**config.mk**
```make
export PLATFORM = sky130hd
export DESIGN_NAME = camera_pattern_gen
export DESIGN_NICKNAME = d
export VERILOG_FILES = /design/src/rtl/camera_pattern_gen.sv
export SDC_FILE = /design/constraint.sdc
export NUM_CORES = 1
export LEC_CHECK = 0
export ABC_AREA = 1
export CORE_ASPECT_RATIO = 0.9
export CORE_MARGIN = 2
export CORE_UTILIZATION = 30
export DETAILED_ROUTE_END_ITERATION = 8
export PLACE_DENSITY = 0.49
export REMOVE_ABC_BUFFERS = 1
export SYNTH_ARGS = -nofsm -noshare
export SYNTH_HDL_FRONTEND = slang
export SYNTH_SLANG_ARGS = --single-unit
```
**constraint.sdc**
```tcl
create_clock -name clk100 -period 4.71 [get_ports clk100]
set_input_delay 0.7065 -clock clk100 [delete_from_list [all_inputs] [get_ports clk100]]
set_output_delay 0.7065 -clock clk100 [all_outputs]
set_load 0.01 [all_outputs]
```
**src/rtl/camera_pattern_gen.sv**
```systemverilog
`default_nettype none
// ============================================================================
// Module   : camera_pattern_gen
// Purpose  : Parallel-camera (pclk/vsync/href/data) test-pattern source.
// Revision : 1.0
// ============================================================================
module camera_pattern_gen #(
  parameter int ACTIVE_W    = 640,
  parameter int ACTIVE_H    = 480,
  parameter int H_BLANK     = 144,
  parameter int VSYNC_LINES = 3,
  parameter int V_BACK      = 17,
  parameter int V_FRONT     = 10,
  parameter int PCLK_DIV    = 4,
  parameter int BPP         = 2,
  parameter int BOX         = 64
) (
  input  logic        clk100,
  input  logic        rst_n,
  input  logic        enable,
  input  logic [1:0]  mode,
  input  logic [15:0] const_rgb,
  output logic        sim_pclk,
  output logic        sim_vsync,
  output logic        sim_href,
  output logic [7:0]  sim_data,
  output logic        frame_done,
  output logic [15:0] frame_cnt,
  output logic        busy
);

  localparam int LINE_BYTES = ACTIVE_W * BPP;
  localparam int LINE_LEN   = LINE_BYTES + H_BLANK;
  localparam int MAX_A      = (VSYNC_LINES > V_BACK) ? VSYNC_LINES : V_BACK;
  localparam int MAX_B      = (ACTIVE_H > V_FRONT) ? ACTIVE_H : V_FRONT;
  localparam int MAX_LINES  = (MAX_A > MAX_B) ? MAX_A : MAX_B;
  localparam int HW         = $clog2(LINE_LEN + 1);
  localparam int VW         = $clog2(MAX_LINES + 1);
  localparam int DW         = $clog2(PCLK_DIV);
  localparam int BAR_W      = (ACTIVE_W / 8 > 0) ? ACTIVE_W / 8 : 1;
  localparam int BOX_Y      = (ACTIVE_H - BOX) / 2;
  localparam int BX_STEP    = 4;

  localparam logic [HW-1:0] H_LAST   = HW'(LINE_LEN - 1);
  localparam logic [VW-1:0] VS_LAST  = VW'(VSYNC_LINES - 1);
  localparam logic [VW-1:0] VB_LAST  = VW'(V_BACK - 1);
  localparam logic [VW-1:0] VA_LAST  = VW'(ACTIVE_H - 1);
  localparam logic [VW-1:0] VF_LAST  = VW'(V_FRONT - 1);
  localparam logic [DW-1:0] DIV_LAST = DW'(PCLK_DIV - 1);
  localparam logic [DW-1:0] DIV_PRE  = DW'(PCLK_DIV - 2);
  localparam logic [DW-1:0] DIV_HALF = DW'(PCLK_DIV / 2);

  typedef enum logic [2:0] {
    S_IDLE   = 3'd0,
    S_VSYNC  = 3'd1,
    S_VBACK  = 3'd2,
    S_ACTIVE = 3'd3,
    S_VFRONT = 3'd4
  } state_t;

  state_t          state;
  state_t          state_n;
  logic [DW-1:0]   div;
  logic [DW-1:0]   div_n;
  logic [HW-1:0]   hcnt;
  logic [HW-1:0]   hcnt_n;
  logic [VW-1:0]   vcnt;
  logic [VW-1:0]   vcnt_n;
  logic [1:0]      mode_q;
  logic [15:0]     rgb_q;
  logic [15:0]     bx;
  logic [15:0]     bx_n;
  logic            pclk_fall;
  logic            pre_fall;
  logic            line_end;
  logic            last_cycle;

  // Line/frame sequencing: everything advances on the pclk falling edge.
  always_comb begin
    pclk_fall  = (state != S_IDLE) && (div == DIV_LAST);
    pre_fall   = (state != S_IDLE) && (div == DIV_PRE);
    div_n      = (div == DIV_LAST) ? '0 : div + DW'(1);
    line_end   = (hcnt == H_LAST);
    hcnt_n     = line_end ? '0 : hcnt + HW'(1);
    vcnt_n     = vcnt;
    state_n    = state;
    if (line_end) begin
      vcnt_n = vcnt + VW'(1);
      case (state)
        S_VSYNC:  if (vcnt == VS_LAST) begin state_n = S_VBACK;  vcnt_n = '0; end
        S_VBACK:  if (vcnt == VB_LAST) begin state_n = S_ACTIVE; vcnt_n = '0; end
        S_ACTIVE: if (vcnt == VA_LAST) begin state_n = S_VFRONT; vcnt_n = '0; end
        S_VFRONT: if (vcnt == VF_LAST) begin
          state_n = enable ? S_VSYNC : S_IDLE;
          vcnt_n  = '0;
        end
        default: vcnt_n = '0;
      endcase
    end
    last_cycle = pre_fall && (state == S_VFRONT) && line_end && (vcnt == VF_LAST);
    bx_n = (int'(bx) + BX_STEP + BOX > ACTIVE_W) ? '0 : bx + 16'(BX_STEP);
  end

  logic [15:0] px;
  logic [15:0] py;
  logic [2:0]  bar;
  logic [15:0] bar_rgb;
  logic        in_box;
  logic [15:0] rgb;
  logic        href_n;
  logic [7:0]  byte_n;

  // Pixel colour for the pclk cycle that starts at the next falling edge.
  always_comb begin
    px      = 16'(int'(hcnt_n) / BPP);
    py      = 16'(vcnt_n);
    bar     = 3'(int'(px) / BAR_W);
    bar_rgb = '0;
    case (bar)
      3'd0: bar_rgb = 16'hFFFF;
      3'd1: bar_rgb = 16'hFFE0;
      3'd2: bar_rgb = 16'h07FF;
      3'd3: bar_rgb = 16'h07E0;
      3'd4: bar_rgb = 16'hF81F;
      3'd5: bar_rgb = 16'hF800;
      3'd6: bar_rgb = 16'h001F;
      3'd7: bar_rgb = 16'h0000;
    endcase
    in_box = (px >= bx) && (px < bx + 16'(BOX)) &&
             (py >= 16'(BOX_Y)) && (py < 16'(BOX_Y + BOX));
    rgb = '0;
    case (mode_q)
      2'd0: rgb = bar_rgb;
      2'd1: rgb = {px[7:3], px[7:2], px[7:3]};
      2'd2: rgb = rgb_q;
      2'd3: rgb = in_box ? rgb_q : 16'h0000;
    endcase
    href_n = (state_n == S_ACTIVE) && (int'(hcnt_n) < LINE_BYTES);
    byte_n = ((BPP == 2) && hcnt_n[0]) ? rgb[7:0] : rgb[15:8];
  end

  always_ff @(posedge clk100 or negedge rst_n) begin
    if (!rst_n) begin
      state      <= S_IDLE;
      div        <= '0;
      hcnt       <= '0;
      vcnt       <= '0;
      mode_q     <= '0;
      rgb_q      <= '0;
      bx         <= '0;
      sim_pclk   <= 1'b0;
      sim_vsync  <= 1'b0;
      sim_href   <= 1'b0;
      sim_data   <= '0;
      frame_done <= 1'b0;
      frame_cnt  <= '0;
      busy       <= 1'b0;
    end else begin
      frame_done <= 1'b0;
      if (state == S_IDLE) begin
        div      <= '0;
        sim_pclk <= 1'b0;
        if (enable) begin
          // The start edge plays the role of a pclk falling edge.
          state     <= S_VSYNC;
          hcnt      <= '0;
          vcnt      <= '0;
          mode_q    <= mode;
          rgb_q     <= const_rgb;
          sim_vsync <= 1'b1;
          sim_href  <= 1'b0;
          sim_data  <= '0;
          busy      <= 1'b1;
        end
      end else begin
        div      <= div_n;
        sim_pclk <= (div_n >= DIV_HALF);
        if (last_cycle) begin
          frame_done <= 1'b1;
          frame_cnt  <= frame_cnt + 16'd1;
          bx         <= bx_n;
        end
        if (pclk_fall) begin
          state     <= state_n;
          hcnt      <= hcnt_n;
          vcnt      <= vcnt_n;
          sim_vsync <= (state_n == S_VSYNC);
          sim_href  <= href_n;
          sim_data  <= href_n ? byte_n : 8'h00;
          busy      <= (state_n != S_IDLE);
          if (state_n == S_VSYNC) begin
            mode_q <= mode;
            rgb_q  <= const_rgb;
          end
        end
      end
    end
  end

endmodule
`default_nettype wire

```
==> impl_metrics.env <==
export IMPL_number_of_fillers_in_the_final_layout=1953
export IMPL_cts_root_buf="clkbuf_16"
export IMPL_final_max_slew_viol_count=0
export IMPL_multi_input_comb_area_sq_um=3112
export IMPL_distinct_cell_type_count_after_synthesis=42
export IMPL_max_clock_freq_mhz=274.4
export IMPL_synth_avg_cell_area_sq_um=7.278
export IMPL_via_per_inst=4.750
export IMPL_timing_final_ws_setup_ns=1.065
export IMPL_post_synth_inst_count=780
export IMPL_syn_area_sq_um=5677
export IMPL_detailed_route_drc_error_count=0
export IMPL_num_vias=5144
export IMPL_timing_critical_path_slowest_stage_cell="dfrtp_1"
export IMPL_vias_in_the_first_global_route=4891
export IMPL_synth_compound_area_share_pct=9.125
export IMPL_fp_dieH_um=134.5
export IMPL_layout_nets=879
export IMPL_rsz_0062_raised_after_global_routing="no"
export IMPL_largest_family_of_logic_cells_by_synthesized_area="simple AND/OR/NAND/NOR gates"
export IMPL_routed_wl_met3_um=645
export IMPL_grt_start_max_net_pins=53
export IMPL_ys_top_cells_by_area="dfrtp_1 38%, nand2_1 16%, inv_1 5.9%, ha_1 5.5%, nor2_1 4.9%"
export IMPL_hold_class="in2async"
export IMPL_cpMostUsedCell="nand2_1"
export IMPL_synthesis_yosys_warnings=0
export IMPL_timing_slew_headroom_pct=53.87
export IMPL_ys_async_sr_fraction_pct=100.0
export IMPL_detailed_place_hpwl_um=11090
export IMPL_fin_crit_period_ns=3.645
export IMPL_initial_core_util_pct=30.74
export IMPL_m1_wire_length_um=7357
export IMPL_placedInstanceArea_sq_um=6456
export IMPL_grt_total_usage_pct=15.37
export IMPL_hold_ws_ns=0.3729
export IMPL_fp_coreArea_sq_um=18470
export IMPL_synth_mux_area_share_pct=0
export IMPL_portion_of_the_post_synthesis_area_used_by_sequential_elements_pct=37.91
export IMPL_timing_worst_setup_path_type="reg2reg"
export IMPL_cap_viol_max_count=0
export IMPL_timing_final_setup_violations=0
export IMPL_yosys_area_share_simple_pct=34.78
export IMPL_clock_tree_buffer_depth=2
export IMPL_holdBufCountCts=0
export IMPL_netlist_area_leader_share_pct=37.91
export IMPL_drtIter0Drc=318
export IMPL_setup_tns_after_final_layout_ns=0
export IMPL_replace_congestion=0.8256
export IMPL_worst_skew_pair_late_latency_ns=0.35
export IMPL_count_of_flip_flops_with_a_built_in_enable_after_synthesis=0
export IMPL_antenna_violations_before_repair=0
export IMPL_ios=50
export IMPL_critPathCaptureType="flop"
export IMPL_power_ir_vdd_worst_mv=0.1396
export IMPL_number_of_gates_resized_after_cts=0
export IMPL_htree_num_levels=3
export IMPL_met2RoutedLength_um=6420
export IMPL_ys_seq_elements=86
export IMPL_critPathLaunchType="flop"
export IMPL_power_density_nw_per_um2=228.0
export IMPL_synth_xor_area_share_pct=5.400
export IMPL_hold_viol_final=0
export IMPL_synth_commonest_cells="240 x nand2_1, 89 x inv_1, 86 x dfrtp_1"
export IMPL_fin_area_sq_um=6738
export IMPL_static_leakage_power_nw=3.371
export IMPL_register_area_sq_um=2152
export IMPL_initial_drt_pass_iterations=4
export IMPL_place_port_buffers=49
export IMPL_synth_largest_area_cell="dfrtp_1"
export IMPL_worst_r2r_path_depth=26
export IMPL_post_route_cells_drive_above_1_share_pct=6.802
export IMPL_topRoutingLayerUsed="met4"
export IMPL_crit_cells=26
export IMPL_crit_family="simple AND/OR/NAND/NOR gates"
export IMPL_post_route_period_util_pct=77.38
export IMPL_fp_dieW_um=149
export IMPL_row_count=47
export IMPL_cts_post_setup_buffers_inserted=0
export IMPL_first_pass_grt_wire_length_um=24720
export IMPL_route_antenna_remaining_nets=0
export IMPL_worst_path_buf_inv=1
export IMPL_synth_main_ff_cell="dfrtp_1"
export IMPL_outcome="finished clean"
export IMPL_post_synth_top_count_cell="nand2_1"
export IMPL_worstPathArrival_ns=3.94
export IMPL_finClkSkew_ns=0.007942
export IMPL_avgRoutedWirePerCell_um=13.66
export IMPL_cts_sinks=86
export IMPL_critPathMaxFanout=8
export IMPL_post_place_ws_ns=1.096
export IMPL_synth_adder_area_share_pct=5.510
export IMPL_design_die_area_sq_um=20040
export IMPL_antennaDiodeCount=0
export IMPL_areaGrowthSynthToFinish_pct=18.69
export IMPL_grt_remaining_overflow=0
export IMPL_numCtsBuffers=9
export IMPL_tritoncts="done"
export IMPL_worst_path_largest_cell_delay_ns=0.37
export IMPL_transition_time_of_the_tightest_slew_check_pin_ns=0.6919
export IMPL_design_power_total_mw=1.536
export IMPL_clk_transition_reported_paths_ns=0.07
export IMPL_wl_um=14800
export IMPL_cp_data_required_time_ns=5.00
[layout by cell type (no fill, tap or decap), drive strengths merged, types with 2 or more instances in the layout]
master         count
nor3               9
a21oi             22
buf                6
nand3b             3
o31ai              4
clkdlybuf4s50     48
nor4               5
inv               96
o32ai              2
xnor2              6
dfrtp             86
a221oi             2
o22ai             11
nand4             26
clkbuf             9
clkinvlp           2
nand2            251
xor2              29
clkinv             5
a22oi              4
o21ai             37
ha                25
nand3             61
nor2              81
[sequential cells by signal, summed over array words and instances, names as in the netlist, 2 cells and up]
name	count
vcnt	9
state	3
div	2
hcnt	11
rgb_q	16
frame_cnt	16
bx	14
mode_q	2
sim_data	8
[worst paths after layout]
| kind | from | slack (ns) | to |
|---|---|---|---|
| worst max-delay path | hcnt[0]$_DFFE_PN0P_ | 1.07 | sim_data[2]$_DFFE_PN0P_ |
| worst min-delay path | rst_n | 0.37 | frame_cnt[13]$_DFFE_PN0P_ |
| worst max register to register | hcnt[0]$_DFFE_PN0P_ | 1.07 | sim_data[2]$_DFFE_PN0P_ |
| worst min register to register | div[0]$_DFF_PN0_ | 0.47 | div[0]$_DFF_PN0_ |
| max in group asynchronous | rst_n | 3.43 | bx[7]$_DFFE_PN0P_ |
| min in group clk100 | div[0]$_DFF_PN0_ | 0.47 | div[0]$_DFF_PN0_ |
[metal layers]
layer  track usage (%)  vias up
met1             21.88     2361
met4             6.138        0
met5                 0        -
met2             23.20      117
met3             2.635       21
li1                  -     2645
[stage by stage]
stage | std cells | utilization, %
after floorplan | 768 | -
after global placement | 1067 | 34.96
after detailed placement | 1067 | 34.96
after CTS | 1083 | 36.49
after global routing | 1083 | 36.49
final | 1083 | 36.49
[power breakdown]
part           switching (mW)  internal [mW]
Combinational          0.0417         0.0348
Sequential             0.0108          0.751
Clock                   0.333          0.365
[final cells by class]
class,count,share of cell area (%)
tap,245,4.550
timing repair buffer,54,7.799
clock buffer,9,3.343
clock inverter,7,0.8357
inverter,96,5.348
sequential,86,31.94
multi-input combinational,586,46.18
[logic make-up (layout without fill, tap and decap cells)]
group                    Yosys count  after routing
flip-flops                        86             86
AO/OA/AOI/OAI                     89             89
adder cells (fa/ha/maj)           25             25
XOR/XNOR                          35             35
AND/OR/NAND/NOR                  437            437
buffers and inverters            108            166
[worst register-to-register path, delay by kind of cell (launching register included)]
family	cells	cell delay, ns
adders and majority gates	2	0.55
AOI/OAI and AO/OA	4	0.54
and+or+nand+nor	19	1.91
DFF	1	0.37
buffers and inverters	1	0.20
Power figures use the tool's default switching activity.
